`src/rtl/segment_capture_decoder.sv`:
```
// Watches the multiplexed active-low segment/anode display bus and recovers the BCD
// value of each digit once the anode/segment pair has held steady for STABLE_CYCLES edges.
module segment_capture_decoder #(
    parameter int unsigned DIGITS        = 4,
    parameter int unsigned STABLE_CYCLES = 4
) (
    input  logic                                    clk_i,
    input  logic                                    rst_ni,
    input  logic [DIGITS-1:0]                       anode_i,
    input  logic [7:0]                              segment_code_i,
    output logic [4*DIGITS-1:0]                     digits_bcd_o,
    output logic [DIGITS-1:0]                       digit_valid_o,
    output logic [DIGITS-1:0]                       dp_out_o,
    output logic                                    capture_stb_o,
    output logic [((DIGITS > 1) ? $clog2(DIGITS) : 1)-1:0] cap_index_o,
    output logic                                    code_err_o,
    output logic                                    frame_done_o
);

    localparam int unsigned IdxW      = (DIGITS > 1) ? $clog2(DIGITS) : 1;
    localparam int unsigned SampleW   = DIGITS + 8;
    localparam logic [7:0]  StableCnt = 8'(STABLE_CYCLES);

    typedef enum logic [1:0] {StIdle, StTrack, StHeld} state_e;

    state_e               state_q;
    logic [7:0]           cnt_q;
    logic [SampleW-1:0]   stored_q;
    logic [DIGITS-1:0]    mask_q;
    logic [4*DIGITS-1:0]  digits_q;
    logic [DIGITS-1:0]    valid_q;
    logic [DIGITS-1:0]    dp_q;
    logic                 capture_stb_q;
    logic [IdxW-1:0]      cap_index_q;
    logic                 code_err_q;
    logic                 frame_done_q;

    logic [SampleW-1:0]   sample;
    logic [DIGITS-1:0]    anode_low;
    int unsigned          n_low;
    logic [IdxW-1:0]      sel_idx;
    logic                 anode_legal;
    logic                 same;
    logic                 fresh;
    logic                 capture;
    logic [3:0]           dec_bcd;
    logic                 dec_blank;
    logic                 dec_err;
    logic [DIGITS-1:0]    mask_next;

    assign sample    = {anode_i, segment_code_i};
    assign anode_low = ~anode_i;
    assign same      = (sample == stored_q);

    always_comb begin
        n_low   = 0;
        sel_idx = '0;
        for (int i = 0; i < DIGITS; i++) begin
            if (anode_low[i]) begin
                n_low   = n_low + 1;
                sel_idx = IdxW'(i);
            end
        end
    end

    assign anode_legal = (n_low == 1);

    // dp (bit 7) takes no part in matching.
    always_comb begin
        dec_bcd   = 4'hF;
        dec_blank = 1'b0;
        dec_err   = 1'b0;
        unique case (segment_code_i[6:0])
            7'h40:   dec_bcd = 4'd0;
            7'h79:   dec_bcd = 4'd1;
            7'h24:   dec_bcd = 4'd2;
            7'h30:   dec_bcd = 4'd3;
            7'h19:   dec_bcd = 4'd4;
            7'h12:   dec_bcd = 4'd5;
            7'h02:   dec_bcd = 4'd6;
            7'h78:   dec_bcd = 4'd7;
            7'h00:   dec_bcd = 4'd8;
            7'h10:   dec_bcd = 4'd9;
            7'h7F:   dec_blank = 1'b1;
            default: dec_err   = 1'b1;
        endcase
    end

    always_comb begin
        fresh   = 1'b0;
        capture = 1'b0;
        unique case (state_q)
            StIdle:  fresh = anode_legal;
            StTrack: begin
                if (anode_legal) begin
                    if (same) capture = ((cnt_q + 8'd1) == StableCnt);
                    else      fresh   = 1'b1;
                end
            end
            StHeld:  fresh = anode_legal && !same;
            default: fresh = 1'b0;
        endcase
        if (fresh && (StableCnt == 8'd1)) capture = 1'b1;
    end

    assign mask_next = mask_q | (DIGITS'(1) << sel_idx);

    always_ff @(posedge clk_i) begin
        if (!rst_ni) begin
            state_q       <= StIdle;
            cnt_q         <= 8'd0;
            stored_q      <= '0;
            mask_q        <= '0;
            digits_q      <= '1;
            valid_q       <= '0;
            dp_q          <= '0;
            capture_stb_q <= 1'b0;
            cap_index_q   <= '0;
            code_err_q    <= 1'b0;
            frame_done_q  <= 1'b0;
        end else begin
            capture_stb_q <= 1'b0;
            code_err_q    <= 1'b0;
            frame_done_q  <= 1'b0;

            if (!anode_legal) begin
                state_q <= StIdle;
                cnt_q   <= 8'd0;
            end else if (fresh) begin
                stored_q <= sample;
                cnt_q    <= 8'd1;
                state_q  <= capture ? StHeld : StTrack;
            end else if (state_q == StTrack) begin
                cnt_q   <= cnt_q + 8'd1;
                state_q <= capture ? StHeld : StTrack;
            end

            if (capture) begin
                digits_q[4*sel_idx +: 4] <= dec_bcd;
                valid_q[sel_idx]         <= !dec_blank && !dec_err;
                dp_q[sel_idx]            <= ~segment_code_i[7];
                cap_index_q              <= sel_idx;
                capture_stb_q            <= 1'b1;
                code_err_q               <= dec_err;
                if (&mask_next) begin
                    frame_done_q <= 1'b1;
                    mask_q       <= '0;
                end else begin
                    mask_q       <= mask_next;
                end
            end
        end
    end

    assign digits_bcd_o  = digits_q;
    assign digit_valid_o = valid_q;
    assign dp_out_o      = dp_q;
    assign capture_stb_o = capture_stb_q;
    assign cap_index_o   = cap_index_q;
    assign code_err_o    = code_err_q;
    assign frame_done_o  = frame_done_q;

endmodule

```
`config.mk`:
```
export PLATFORM = sky130hd
export DESIGN_NAME = segment_capture_decoder
export DESIGN_NICKNAME = d
export VERILOG_FILES = /design/src/rtl/segment_capture_decoder.sv
export SDC_FILE = /design/constraint.sdc
export NUM_CORES = 1
export LEC_CHECK = 0
export CORE_AREA = 2 2 72 88
export DETAILED_ROUTE_END_ITERATION = 8
export DIE_AREA = 0 0 74 90
export PLACE_DENSITY = 0.73
export SLEW_MARGIN = 15
export SYNTH_ARGS = -nofsm -noshare
export SYNTH_HDL_FRONTEND = slang
export SYNTH_SLANG_ARGS = --single-unit
```
`constraint.sdc`:
```
create_clock -name clk_i -period 3.1 [get_ports clk_i]
set_input_delay 0.465 -clock clk_i [delete_from_list [all_inputs] [get_ports clk_i]]
set_output_delay 0.465 -clock clk_i [all_outputs]
set_load 0.005 [all_outputs]
```
; ---- Yosys cells after proc, flatten, opt, wreduce, memory -nomap -nowiden
; Index checks and enable logic that the tools add are counted.
[totals]
register_bits = 55
out_inout_bits = 29
in_bits = 14
[op_classes]
n_bitwise = 5
muxes = 29
reduce_logical = 14
add_sub_neg = 5
n_shift = 3
n_eq_ne = 15
magnitude_cmp = 2
[op_table]
columns = operator, n
row1 = 32-bit by 1-bit adder with 32-bit output (second input constant), 3
row2 = 32-bit two-way mux, 3
row3 = 4-bit case mux with 10 select lines, 1
row4 = 4-bit negator with 34-bit output, 1
row5 = 4-bit by 34-bit variable shift with 16-bit output (first input constant), 1
row6 = 4-bit by 34-bit indexed part select with 16-bit output, 1
row7 = 32-bit by 1-bit equality test with 1-bit output (second input constant), 1
row8 = 7-bit equality test (second input constant), 4
row9 = 7-bit by 5-bit equality test with 1-bit output (second input constant), 3
row10 = 16-bit bitwise mux, 1
row11 = 7-bit by 6-bit equality test with 1-bit output (second input constant), 2
row12 = 1-bit two-way mux, 14
row13 = 12-bit equality test, 1
row14 = 11-bit OR reduction, 1
row15 = 2-bit two-way mux, 5
row16 = 8-bit by 1-bit adder with 8-bit output (second input constant), 1
row17 = 4-bit bitwise mux, 2
row18 = 8-bit by 3-bit equality test with 1-bit output (second input constant), 1
row19 = 7-bit by 2-bit equality test with 1-bit output (second input constant), 1
row20 = 7-bit zero test, 1
row21 = 2-bit AND reduction, 3
row22 = 4-bit two-way mux, 1
row23 = 4-bit NOT, 1
row24 = 4-bit OR, 1
row25 = 14 further kinds, 19

; ---- Depth between registers and ports, before layout
; Gate-level depths: netlist of the first run.
[logic_depth]
word_depth = 14
ltp_mapped = 12
mapped_depth_nobuf = 11

; ---- Worst setup path before layout of the first run
; OpenSTA, ideal clock, no wires.
[synth_path]
kind = input to register
startpoint = input port anode_i[1]
endpoint = register valid_q[2], in the netlist digit_valid_o[2]
path_buffers = 0
t_arrival_ps = 2818
path_slack_ps = 208
setup_ps = 74
stages = 10
path_cell_list = inv_1 -> ha_1 -> xnor2_1 -> ha_1 -> or4b_1 -> o22ai_1 -> a21o_2 -> nand4_4 -> nor3b_4 -> mux2i_1
[synth_between]
elab_chain_cells = 9
elab_cells_between_ends = 20
cone_classes = add/sub (2) / order compare (2) / eq/ne (2) / mux (12) / bitwise (1) / reduce/logical (1)
[synth_rtl]
columns = item, line_no
row1 = "start, declared", 9  ; input logic [DIGITS-1:0] anode_i,
row2 = 4-bit NOT, 52  ; assign anode_low = ~anode_i;
row3 = 32-bit two-way mux / 1-bit two-way mux (equally long branches), 59  ; if (anode_low[i]) begin
row4 = 32-bit by 1-bit adder with 32-bit output / 2-bit two-way mux (equally long branches), "60, 59"
row5 = 32-bit two-way mux / 2-bit two-way mux (equally long branches), 59
row6 = "32-bit by 1-bit adder with 32-bit output, or another cell as far along", 60  ; n_low = n_low + 1;
row7 = 32-bit two-way mux / 1-bit logical AND (equally long branches), "59, 140"
row8 = 32-bit by 1-bit equality test with 1-bit output / 1-bit two-way mux (equally long branches), "66, 140"
row9 = 1-bit two-way mux / 1-bit demux with 2-bit select (equally long branches), "95, 140"
row10 = 1-bit two-way mux / 4-bit bitwise mux (equally long branches), "92, 140"
row11 = "end signal, assigned by index", 140  ; valid_q[sel_idx] <= !dec_blank && !dec_err;
row12 = "end, declared", 31  ; logic [DIGITS-1:0] valid_q;
; Several ways; a longest one is shown, not always the timed one.
; A chain may end at the register's enable or synchronous reset.

; ---- Worst setup path in the final report of the first run
[layout_path]
startpoint = input port anode_i[2]
endpoint = register digits_q[8], in the netlist digits_bcd_o[8]
[layout_between]
elab_chain_cells = 7
elab_cells_between_ends = 15
cone_classes = add/sub (2) / eq/ne (2) / shift (2) / mux (8) / bitwise (1)
[layout_rtl]
columns = item, line_no
row1 = 4-bit NOT, 52
row2 = 32-bit two-way mux, 59
row3 = 32-bit by 1-bit adder with 32-bit output, 60
row4 = 32-bit two-way mux, 59
row5 = 32-bit by 1-bit equality test with 1-bit output, 66  ; assign anode_legal = (n_low == 1);
row6 = 1-bit two-way mux, 95  ; if (anode_legal) begin
row7 = 1-bit two-way mux, 92  ; unique case (state_q)
row8 = "end signal, assigned", 114  ; digits_q <= '1;
row9 = "end signal, assigned by index", 139  ; digits_q[4*sel_idx +: 4] <= dec_bcd;
row10 = "end, declared", 30  ; logic [4*DIGITS-1:0] digits_q;
; Several ways; a longest one is shown, not always the timed one.

==> flow_metrics.py, run 1 <==
metrics = {
    "logic_synthesis": {
        "synth.cell_area_mm2": 0.002846,
        "synth_edf_count": 0,
        "synth_nets": 342,
        "syn-instance-count": 323,
        "synth.top_cell.area_share": 0.3868,
        "synth_common_cells": "sky130_fd_sc_hd__dfxtp_1, sky130_fd_sc_hd__nand2_1, sky130_fd_sc_hd__mux2i_1, sky130_fd_sc_hd__nor2_1, sky130_fd_sc_hd__xor2_1",
        "synthMostInstantiatedCell": "sky130_fd_sc_hd__dfxtp_1",
        "yosysWarnings": 0,
        "synth_top_cells_by_area": "sky130_fd_sc_hd__dfxtp_1, sky130_fd_sc_hd__mux2i_1, sky130_fd_sc_hd__nand2_1, sky130_fd_sc_hd__xor2_1, sky130_fd_sc_hd__nor2_1",
        "post-synth-top-area-cell": "sky130_fd_sc_hd__dfxtp_1",
        "ys_seq_area_frac": 0.3868,
        "synth_area_per_cell_um2": 8.813,
        "async_reset_ff_frac": 0,
        "ffs_latches_synth": 55,
        "synth_cell_type_count": 51,
        "main_synth_ff_type": "sky130_fd_sc_hd__dfxtp_1",
    },
    "floorplanning": {
        "placementRows": 31,
        "floorplan.die_area_mm2": 0.006660,
        "ioPinCount": 43,
        "die_width_um": 74,
        "die-height_um": 90,
        "fp.coreArea_mm2": 0.005857,
        "floorplan.initialDensity": 0.4860,
    },
    "timing": {
        "timing.max_slew.rel_slack": 0.6836,
        "clock.fmax_mhz": 356.0,
        "finalHoldViolations": 0,
        "timing.final.crit_share": 0.9060,
        "finalCriticalPeriod_ns": 2.809,
        "rsz0062_at_grt": "false",
        "setup_total_negative_slack_ns": 0,
        "tightest_slew_ns": 0.4725,
        "finalClockSkew_ns": 0.008982,
        "timing.final.ws_setup_ns": 0.2913,
        "fin_hold_ws_ns": 0.4616,
        "final-setup-viol-count": 0,
        "drv_slew": 0,
    },
    "setup_path": {
        "worst-setup-path-type": "primary input to flop",
        "end_kind": "flop",
        "timing.critical_path.cells": "clkdlybuf4s50_1, nand2_1, o21ai_1, ha_1, or4b_1, o22ai_4, a21o_2, nand4_4, nor3b_4, buf_4, mux2i_1",
        "worst-endpoint-arrival_ns": 3.06,
        "worst-endpoint-required_ns": 3.35,
        "crit_fanout": 7,
        "startpoint_type": "primary input",
        "rr_worst_depth": 8,
        "critical_path.reg2reg.endpoint": "digits_bcd_o[8]",
        "critical-path-slowest-cell": "sky130_fd_sc_hd__or4b_1",
        "regToRegSetupSlack_ns": 0.69,
        "r2r_start": "cnt_q[0]",
        "worst_path_largest_cell_delay_ns": 0.55,
    },
    "power": {
        "design_power_total_uw": 1403,
        "power.density_mw_per_mm2": 379.8,
        "max-vdd-ir-drop_v": 0.0002900,
        "total_leakage_power_uw": 0.001560,
    },
    "hold_path": {
        "timing.hold.worst_endpoint": "dp_out_o[3]",
        "hold_critical_path_depth": 2,
        "hold_path_class": "flop to flop",
        "worst_hold_startpoint": "dp_out_o[3]",
    },
    "finish": {
        "antenna_cells": 0,
        "nNetsFinal": 403,
        "share_of_final_layout_standard_cells_stronger_than_drive_strength_1": 0.1558,
        "area_growth_syn_to_layout_pct": 29.76,
        "design_area_mm2": 0.003694,
    },
    "global_route": {
        "grt_first_pass_wirelength_mm": 10.13,
        "largest_net_degree_at_the_start_of_global_routing": 36,
        "grt_usage": 0.1932,
        "vias_in_the_first_global_route": 2153,
        "antenna_found_initial": 0,
        "grt-ovfl-total": 0,
    },
    "drt": {
        "postRouteAntennaNets": 0,
        "routedWlPerCell_um": 13.23,
        "detail_route.first_pass.iterations": 4,
        "routed_via_density": 5.120,
        "routed-via-count": 2391,
        "drc_errors_left": 0,
        "drtIter0Drc": 72,
        "detail_route.wirelength_mm": 6.179,
    },
    "clock_network": {
        "clock_tree.root_cell": "sky130_fd_sc_hd__clkbuf_8",
        "cts_tree": "done",
        "number_of_cts_inserted_buffers": 5,
        "cts.sinks": 55,
        "h-tree-depth": 2,
        "clk_path_buf_depth": 2,
        "worst_setup_hold_path_clk_slew_ns": 0.10,
        "cts.hold.buffers_added": 0,
        "clock_latency_ns": 0.32,
    },
    "run": {
        "cap_viol_max_count": 0,
    },
    "status": {
        "run_status": "completed",
    },
    "placement": {
        "pre_cts_ws_ns": -0.3841,
        "port_buffers": 42,
        "dp_hpwl_mm": 4.709,
        "routabilityCongestion": 0.8216,
        "placed_area_mm2": 0.003517,
    },
}
## metrics by stage
step / std cells / utilization
floorplan: 323 / -
CTS: 467 / 0.6234
global route: 467 / 0.6306
detailed placement: 457 / 0.6005
global placement: 457 / 0.6005
finish: 467 / 0.6306
## worst max path at each step
stage	end	start	slack, ns	depth (start not counted)
after floorplan	digit_valid_o[2]	anode_i[1]	0.21	10
after global placement	code_err_o	anode_i[0]	-0.30	12
after detailed placement	digits_bcd_o[10]	anode_i[0]	-0.38	11
after CTS	digits_bcd_o[1]	anode_i[0]	0.02	11
after global routing	digits_bcd_o[10]	anode_i[2]	0.17	11
final	digits_bcd_o[8]	anode_i[2]	0.29	11
## flip-flops by register name, summed over array words and instances, names as in the netlist
register	count
cnt_q	8
code_err_o	1
digit_valid_o	4
frame_done_o	1
digits_bcd_o	16
stored_q	12
capture_stb_o	1
cap_index_o	2
state_q	2
dp_out_o	4
mask_q	4
## power breakdown
| group | total, uW | switching, uW | internal, uW | leakage [uW] |
|---|---|---|---|---|
| Sequential | 732 | 10.7 | 721 | 0.000445 |
| Combinational | 180 | 95.3 | 84.9 | 0.00106 |
| Clock | 491 | 245 | 245 | 0.0000587 |
| Total | 1400 | 351 | 1050 | 0.00156 |
## kinds of logic (layout without fill, tap and decap cells)
logic type | count (synthesis) | after routing | share of synthesized area
flip-flops | 55 | 55 | 0.3868
buffers and inverters | 27 | 89 | 0.04087
AND/OR/NAND/NOR | 140 | 140 | 0.2514
XOR/XNOR | 23 | 23 | 0.07077
adder cells (fa/ha/maj) | 5 | 5 | 0.02198
AO/OA/AOI/OAI | 34 | 34 | 0.08924
multiplexers | 39 | 39 | 0.1389
## critical path: cells and delay by family
| family | cells | cell delay [ns] |
|---|---|---|
| simple gates | 4 | 1.07 |
| buf+inv | 2 | 0.70 |
| fa+ha+maj | 1 | 0.25 |
| compound gates | 3 | 0.43 |
| mux | 1 | 0.16 |
## layout make-up
class                           instances  area (um^2)
Fill cell                             498         2163
Clock inverter                          3        47.55
Sequential cell                        55         1101
Multi-Input combinational cell        241         1662
Clock buffer                            5        68.82
Timing Repair Buffer                   74        685.7
Inverter                                7        26.28
Tap cell                               82        102.6
## cells in the final DEF, fill, tap and decap left out, types with 3 or more instances in the layout
master,n
sky130_fd_sc_hd__o21ai_0,3
sky130_fd_sc_hd__nor3_1,5
sky130_fd_sc_hd__inv_1,4
sky130_fd_sc_hd__nor2b_1,4
sky130_fd_sc_hd__clkdlybuf4s50_1,40
sky130_fd_sc_hd__nand3_1,8
sky130_fd_sc_hd__nand4_1,8
sky130_fd_sc_hd__xor2_1,16
sky130_fd_sc_hd__mux2_2,4
sky130_fd_sc_hd__clkbuf_8,5
sky130_fd_sc_hd__a31oi_1,4
sky130_fd_sc_hd__buf_4,29
sky130_fd_sc_hd__xnor2_1,7
sky130_fd_sc_hd__a21oi_1,3
sky130_fd_sc_hd__nor2_1,33
sky130_fd_sc_hd__dfxtp_1,55
sky130_fd_sc_hd__nor4_1,3
sky130_fd_sc_hd__nand2_1,51
sky130_fd_sc_hd__ha_1,4
sky130_fd_sc_hd__nand2b_1,6
sky130_fd_sc_hd__mux2i_1,35
sky130_fd_sc_hd__and3_1,5
sky130_fd_sc_hd__o21a_1,5
## metal layers
metal	share of wire	global-route usage	routed length (um)
met5	0	0	0
met4	0.011	0.05455	70
met3	0.036	0.04036	224
met2	0.51	0.3244	3157
met1	0.44	0.2453	2727
## timing repair
| action | in CTS | in global routing |
|---|---|---|
| gates resized for setup | 1 | 11 |
| buffers inserted | 2 | 0 |
| pin swaps | 1 | 3 |
| setup endpoints to repair | 5 | 28 |
(Power assumes the default switching activity.)
==> inputs of run 2 (changes only) <==
--- a/config.mk
+++ b/config.mk
@@ -8,6 +8,7 @@
 export CORE_AREA = 2 2 72 88
 export DETAILED_ROUTE_END_ITERATION = 8
 export DIE_AREA = 0 0 74 90
+export HOLD_SLACK_MARGIN = 0.15
 export PLACE_DENSITY = 0.73
 export SLEW_MARGIN = 15
 export SYNTH_ARGS = -nofsm -noshare
==> results of run 2 <==
Final layout, timing and power as in run 1 (identical DEF).
